--- config.mk ---
export PLATFORM = sky130hd
export DESIGN_NAME = apb_mbox_slv
export DESIGN_NICKNAME = d
export VERILOG_FILES = /design/src/rtl/apb_mbox_slv.sv
export SDC_FILE = /design/constraint.sdc
export NUM_CORES = 1
export LEC_CHECK = 0
export BUFFER_PORTS_ARGS = -buffer_cell sky130_fd_sc_hd__buf_2
export CAP_MARGIN = 15
export CORE_ASPECT_RATIO = 1.5
export CORE_MARGIN = 3
export CORE_UTILIZATION = 31
export DETAILED_ROUTE_END_ITERATION = 10
export GPL_ROUTABILITY_DRIVEN = 0
export PLACE_DENSITY_LB_ADDON = 0.15
export SKIP_CTS_REPAIR_TIMING = 1
export SYNTH_ARGS = -nofsm -noshare
export SYNTH_HDL_FRONTEND = slang
export SYNTH_SLANG_ARGS = --single-unit
--- constraint.sdc ---
create_clock -name pclk -period 4.5 [get_ports pclk]
set_input_delay 0.225 -clock pclk [delete_from_list [all_inputs] [get_ports pclk]]
set_output_delay 0.225 -clock pclk [all_outputs]
set_load 0.01 [all_outputs]
--- src/rtl/apb_mbox_slv.sv ---
// APB completer exposing a 32-bit mailbox FIFO (DATA/STATUS/CTRL/INTCLR) with a
// registered read path and a level interrupt on threshold, overflow or underflow.
`timescale 1ns/1ps
module apb_mbox_slv #(
    parameter int DEPTH = 16,
    parameter int AW    = 12
) (
    input  logic          pclk,
    input  logic          preset,
    input  logic          psel,
    input  logic          penable,
    input  logic          pwrite,
    input  logic [AW-1:0] paddr,
    input  logic [31:0]   pwdata,
    output logic [31:0]   prdata,
    output logic          mbox_int
);
    localparam int PW = $clog2(DEPTH);
    localparam int CW = PW + 1;

    localparam logic [1:0] A_DATA   = 2'd0;
    localparam logic [1:0] A_STATUS = 2'd1;
    localparam logic [1:0] A_CTRL   = 2'd2;
    localparam logic [1:0] A_INTCLR = 2'd3;

    logic [31:0]   mem [DEPTH];
    logic [PW-1:0] rd_ptr, wr_ptr, rd_ptr_nxt, wr_ptr_nxt;
    logic [CW-1:0] count, count_nxt;
    logic          ovf, udf, int_en;
    logic          ovf_nxt, udf_nxt, int_en_nxt, int_nxt;
    logic [7:0]    thr, thr_nxt;
    logic [7:0]    count_ext, count_nxt_ext;
    logic          setup, access, addr_ok, empty, full, push;
    logic [1:0]    reg_sel;
    logic [31:0]   rd_mux;
    logic          unused_addr_lsb;

    assign setup           = psel & ~penable;
    assign access          = psel & penable;
    assign addr_ok         = (paddr[AW-1:4] == '0);
    assign reg_sel         = paddr[3:2];
    assign empty           = (count == '0);
    assign full            = (count == CW'(DEPTH));
    assign count_ext       = 8'(count);
    assign count_nxt_ext   = 8'(count_nxt);
    assign unused_addr_lsb = ^paddr[1:0];

    always_comb begin
        rd_mux = '0;
        if (addr_ok) begin
            case (reg_sel)
                A_DATA:   rd_mux = empty ? '0 : mem[rd_ptr];
                A_STATUS: rd_mux = {16'h0, count_ext, 4'h0, udf, ovf, full, empty};
                A_CTRL:   rd_mux = {16'h0, thr, 7'h0, int_en};
                default:  rd_mux = '0;
            endcase
        end
    end

    // All FIFO/flag updates happen on the access cycle of a decoded transfer.
    always_comb begin
        rd_ptr_nxt = rd_ptr;
        wr_ptr_nxt = wr_ptr;
        count_nxt  = count;
        ovf_nxt    = ovf;
        udf_nxt    = udf;
        int_en_nxt = int_en;
        thr_nxt    = thr;
        push       = 1'b0;
        if (access && addr_ok) begin
            if (pwrite) begin
                case (reg_sel)
                    A_DATA: begin
                        if (full) begin
                            ovf_nxt = 1'b1;
                        end else begin
                            push       = 1'b1;
                            wr_ptr_nxt = wr_ptr + 1'b1;
                            count_nxt  = count + 1'b1;
                        end
                    end
                    A_CTRL: begin
                        int_en_nxt = pwdata[0];
                        thr_nxt    = pwdata[15:8];
                        if (pwdata[31]) begin
                            rd_ptr_nxt = '0;
                            wr_ptr_nxt = '0;
                            count_nxt  = '0;
                        end
                    end
                    A_INTCLR: begin
                        if (pwdata[2]) ovf_nxt = 1'b0;
                        if (pwdata[3]) udf_nxt = 1'b0;
                    end
                    default: ;
                endcase
            end else if (reg_sel == A_DATA) begin
                if (empty) begin
                    udf_nxt = 1'b1;
                end else begin
                    rd_ptr_nxt = rd_ptr + 1'b1;
                    count_nxt  = count - 1'b1;
                end
            end
        end
    end

    // Interrupt is judged on the state this cycle is about to commit.
    assign int_nxt = int_en_nxt &
                     (((thr_nxt != 8'h0) && (count_nxt_ext >= thr_nxt)) | ovf_nxt | udf_nxt);

    always_ff @(posedge pclk) begin
        if (preset) begin
            rd_ptr   <= '0;
            wr_ptr   <= '0;
            count    <= '0;
            ovf      <= 1'b0;
            udf      <= 1'b0;
            int_en   <= 1'b0;
            thr      <= 8'h0;
            prdata   <= '0;
            mbox_int <= 1'b0;
        end else begin
            rd_ptr   <= rd_ptr_nxt;
            wr_ptr   <= wr_ptr_nxt;
            count    <= count_nxt;
            ovf      <= ovf_nxt;
            udf      <= udf_nxt;
            int_en   <= int_en_nxt;
            thr      <= thr_nxt;
            prdata   <= (setup && !pwrite) ? rd_mux : '0;
            mbox_int <= int_nxt;
        end
    end

    always_ff @(posedge pclk) begin
        if (push && !preset) mem[wr_ptr] <= pwdata;
    end
endmodule

* After elaboration in Yosys (flattened, before gate mapping)
Memory sizes are Yosys's and may differ from the RTL's. A register that Yosys moved wholly into a read port is not among the register bits.
Index checks and enable logic that the tools add are counted.
** Storage, ports and cells
- Input port bits :: 49
- Memories kept :: 1
- Word-level logic and storage cells :: 88
- Memory bits (read-only) :: 0
- Bits in registers :: 57
- RAM bits :: 512
- Output and inout port bits :: 33
- Latch bits :: 0
** Cells by class
- Add/sub/neg operators :: 4
- $lt $le $gt $ge :: 1
- Shifts and indexed selects :: 0
- Div/mod/pow operators :: 0
- Equality and inequality tests :: 9
- Reduce and logical (&&, ||, !) cells :: 15
- Multiplexer cells :: 41
- Bitwise operators :: 8
- Multiply operators :: 0
** Memories
- mem :: depth 16, bits a word 32, rd ports 1, clocked after Yosys merged registers in 1, wr ports 1, RTL line 26 : logic [31:0] mem [DEPTH];
** Operator list (count)
- one-hot mux 32 bit (3 select lines) :: 1
- 2-to-1 mux 32 bit :: 1
- 2-to-1 mux 4 bit :: 8
- 2-to-1 mux 5 bit :: 6
- 2-to-1 mux 8 bit :: 3
- 2-to-1 mux 1 bit :: 19
- one-hot mux 5 bit (2 select lines) :: 1
- AND reduction 5 bit :: 2
- adder 4 x 1 -> 4 bit, second input constant :: 2
- >= comparator 5 x 8 -> 1 bit :: 1
- logical NOT 8 bit :: 1
- one-hot mux 4 bit (2 select lines) :: 1
- nonzero test 8 bit :: 1
- inequality test 2 bit, second input constant :: 3
- adder 5 x 1 -> 5 bit, second input constant :: 1
- == test 5 bit, second input constant :: 1
- logical NOT 5 bit :: 1
- subtractor 5 x 1 -> 5 bit, second input constant :: 1
- == test 2 bit, second input constant :: 2
- logical AND 1 bit :: 4
- inequality test 2 x 1 -> 1 bit, second input constant :: 2
- nonzero test 2 bit :: 2
- AND 1 bit :: 3
- inverter 1 bit :: 3
- other kinds (6) :: 8

* Longest topological paths before layout
- Depth in word-level cells :: 10
- Mapped depth :: 15
- Mapped depth without buffers :: 13

* Worst setup path before layout
OpenSTA, ideal clock, no wires.
- Path type :: register to register
- Start :: register count[0]
- End :: memory mem[2][0] (enable)
- Stages on the path, launching flop included :: 8
- Arrival :: 3.687 ns
- Required time :: 4.039 ns
- Slack :: 0.352 ns
- Library setup time :: 0.461 ns
- Buffers on the path :: 0
- Period minus slack after synthesis :: 4.148 ns
- Path through :: dfxtp_1 -> inv_1 -> ha_1 -> nor3b_1 -> a21o_1 -> nor3_1 -> nand2b_1 -> nor3_1
** Between the ends
- Longest elaborated chain between the ends :: 8
** RTL lines
- from (decl) :: RTL line 28 : logic [CW-1:0] count, count_nxt;
- from (signal assigned) :: RTL line 126 : count <= count_nxt;
- == test 5 bit :: RTL line 43 : assign full = (count == CW'(DEPTH));
- 2-to-1 mux 1 bit :: RTL line 74 : if (full) begin
- 2-to-1 mux 1 bit :: RTL line 72 : case (reg_sel)
- 2-to-1 mux 1 bit :: RTL line 71 : if (pwrite) begin
- 2-to-1 mux 1 bit :: RTL line 70 : if (access && addr_ok) begin
- logical AND 1 bit :: RTL line 137 : if (push && !preset) mem[wr_ptr] <= pwdata;
- 2-to-1 mux 1 bit :: RTL line 137
- 2-to-1 mux 1 bit (implied by the code) :: RTL line 137
- to (decl) :: RTL line 26
Every way passes these cells.

* Final worst setup path
- Start :: register count[0]
- End :: memory mem[15][9] (enable)
The elaborated chain is that of the path after synthesis.

==> impl_metrics.yaml <==
sta:
  grt_setup_unrepaired: "false"
  min_period_ns: 3.233
  report.final.hold_viol_count: 0
  period_share: 0.7184
  fin_skew_ns: 0.02405
  slew_headroom: 0.3657
  hold_ws_ns: 0.01174
  setup_viol: 0
  worst_pin_slew_ns: 0.9515
  fin_tns_setup_ns: 0
  fin_ws_ns: 1.267
  max_freq_mhz: 309.3
  drv_slew: 0
outcome:
  status: "completed"
synth:
  synth_area_leaders: "edfxtp_1, mux4_2, dfxtp_1"
  synth_edf_count: 512
  synth.ff_latch_count: 573
  ys_seq_area_frac: 0.7515
  synth_area_per_cell_sq_um: 21.03
  synth_ff_type: "edfxtp_1"
  synthesis.area_sq_mm: 0.02208
  synth_nets: 1116
  async_flop_share: 0
  synth_cells: 1050
  synth_top_area_frac: 0.6962
  ys_types: 52
  yosysWarnings: 0
  synth_top_cell_by_area: "edfxtp_1"
grt:
  grt_max_degree: 54
  antenna_found_initial: 0
  overflow: 0
  grt_pass1_vias: 11380
  grt_usage: 0.1459
  grt_first_pass_wirelength_mm: 78.79
power_and_ir_drop:
  power.density_mw_per_mm2: 406.8
  pwr-share-comb: 0.013
  p_sw_uw: 2140
  netSwitchingFraction: 0.2036
  peakVddDrop_mv: 0.2537
  p_clk_frac: 0.437
  p_seq_frac: 0.550
  leakagePower_uw: 0.007993
  intPower_uw: 8370
clocking:
  cts.path.max_buffers: 3
  path_clk_slew_ns: 0.06
  clk_latency_ns: 0.63
  numClockSinks: 573
  htreeDepth: 2
  cts_tree: "done"
  cts-buffers-inserted: 57
  root_buffer: "clkbuf_16"
finish:
  fin_nets: 1257
  drive_gt1_frac: 0.3177
  diodes: 0
  syn2layout_area_growth_pct: 16.99
  mostFrequentLayoutCells: "edfxtp_1, mux4_2, buf_2, clkbuf_16, dfxtp_1"
  layout_commonest_cell: "edfxtp_1"
die:
  die_h_um: 332.9
  core_sq_mm: 0.07043
  initial_core_util: 0.3136
  ioPinCount: 82
  dieWidth_um: 223.9
  die-area_sq_mm: 0.07454
  rows: 119
placed_design:
  hpwlAfterDp_mm: 29.50
  portBuffers: 79
  pre_cts_slack_ns: 1.089
hold_path:
  holdCritPathClass: "input port to flop"
detailed_routing:
  vias: 10640
  vias_per_cell: 4.953
  initialDrtViolationCount: 708
  drc: 0
  dr.pass1.iters: 5
  drtAntennaViolNets: 0
  wl_per_cell_um: 25.18
  totalWireLength_mm: 54.05
worst_setup_path:
  path_class: "flop to flop"
  cp.arrival_ns: 3.55
  cp-end-kind: "flop"
  critPathLaunchType: "flop"
  crit_fanout: 21
  cp_data_required_time_ns: 4.82
run:
  max_cap_viol_count: 0
path summary, 6_finish.rpt:
path / start / endpoint / slack (ns) / cells after the start
hold reg to reg: thr[5] / thr[5] / 0.48 / 2
setup reg to reg: count[0] / mem[15][9] / 1.27 / 8
setup / recovery: count[0] / mem[15][9] / 1.27 / 8
hold / removal: paddr[6] / prdata[6] / 0.01 / 4
power groups by stage:
stage / Clock [uW] / Combinational (uW) / Sequential [uW]
after floorplan: 0 / 24.7 / 5900
after global placement: 0 / 118 / 5900
after detailed placement: 0 / 126 / 5900
after CTS: 4770 / 126 / 5780
after global routing: 4970 / 154 / 5780
final: 4590 / 138 / 5780
layer usage:
metal | wire, um | track usage | vias to the layer above
met5 | 0 | 0 | -
li1 | - | - | 4644
met3 | 1775 | 0.01960 | 74
met1 | 22260 | 0.1806 | 5727
met4 | 1319 | 0.04767 | 0
met2 | 28700 | 0.2629 | 190
registers in the layout, summed over array words and instances, names as in the netlist, named ones only:
name	count
count	5
int_en	1
mbox_int	1
mem	512
ovf	1
prdata	32
rd_ptr	4
thr	8
udf	1
wr_ptr	4
synthesized netlist by cell type (3+ instances only):
| cell | count |
|---|---|
| a211oi_1 | 5 |
| a21oi_1 | 21 |
| a22oi_1 | 11 |
| a31oi_1 | 5 |
| and2_1 | 4 |
| and3_1 | 7 |
| buf_1 | 5 |
| buf_2 | 21 |
| clkbuf_1 | 26 |
| dfxtp_1 | 61 |
| edfxtp_1 | 512 |
| ha_1 | 17 |
| inv_1 | 15 |
| mux2_2 | 9 |
| mux2i_1 | 14 |
| mux4_2 | 153 |
| nand2_1 | 16 |
| nand3_1 | 7 |
| nand4_1 | 4 |
| nor2_1 | 30 |
| nor2b_1 | 23 |
| nor3_1 | 16 |
| nor3b_1 | 3 |
| o21ai_0 | 15 |
| o22ai_1 | 8 |
| or4_1 | 5 |
metrics by stage:
stage	instance area [sq um]	utilization	cells	power, uW
2_1_floorplan	22080	-	1050	5924
3_3_place_gp	23810	0.3380	2017	6013
3_5_place_dp	23810	0.3380	2017	6021
4_1_cts	25610	0.3637	2125	10670
5_1_grt	25830	0.3668	2147	10900
6_report	25830	0.3668	2147	10510
cells by family (layout without fill, tap and decap cells):
logic type,Yosys count,in the layout,share of synthesized area
adder cells (fa/ha/maj),17,17,0.009632
AO/OA/AOI/OAI,80,80,0.02306
AND/OR/NAND/NOR,131,131,0.03371
XOR/XNOR,2,2,0.0007934
multiplexers,176,176,0.1670
buffers and inverters,71,261,0.01428
flip-flops,573,573,0.7515
area by class of cell:
type | count | area (sq um)
fill | 6488 | 44590
clock buffer | 72 | 1544
tap | 907 | 1135
clock inverter | 36 | 264.0
multi-input combinational | 406 | 5246
sequential | 573 | 16610
timing repair buffer | 138 | 980.9
inverter | 15 | 56.30
worst max-delay path, stage by stage (launching register included):
cell	delay, ns
dfxtp_1	0.45
inv_1	0.07
ha_1	0.25
nor3b_1	0.19
a21o_1	0.29
nor3_1	0.35
nand3_1	0.39
nor2_4	0.63
buf_12	0.29
Note: power is estimated with default switching activity, not from simulation.
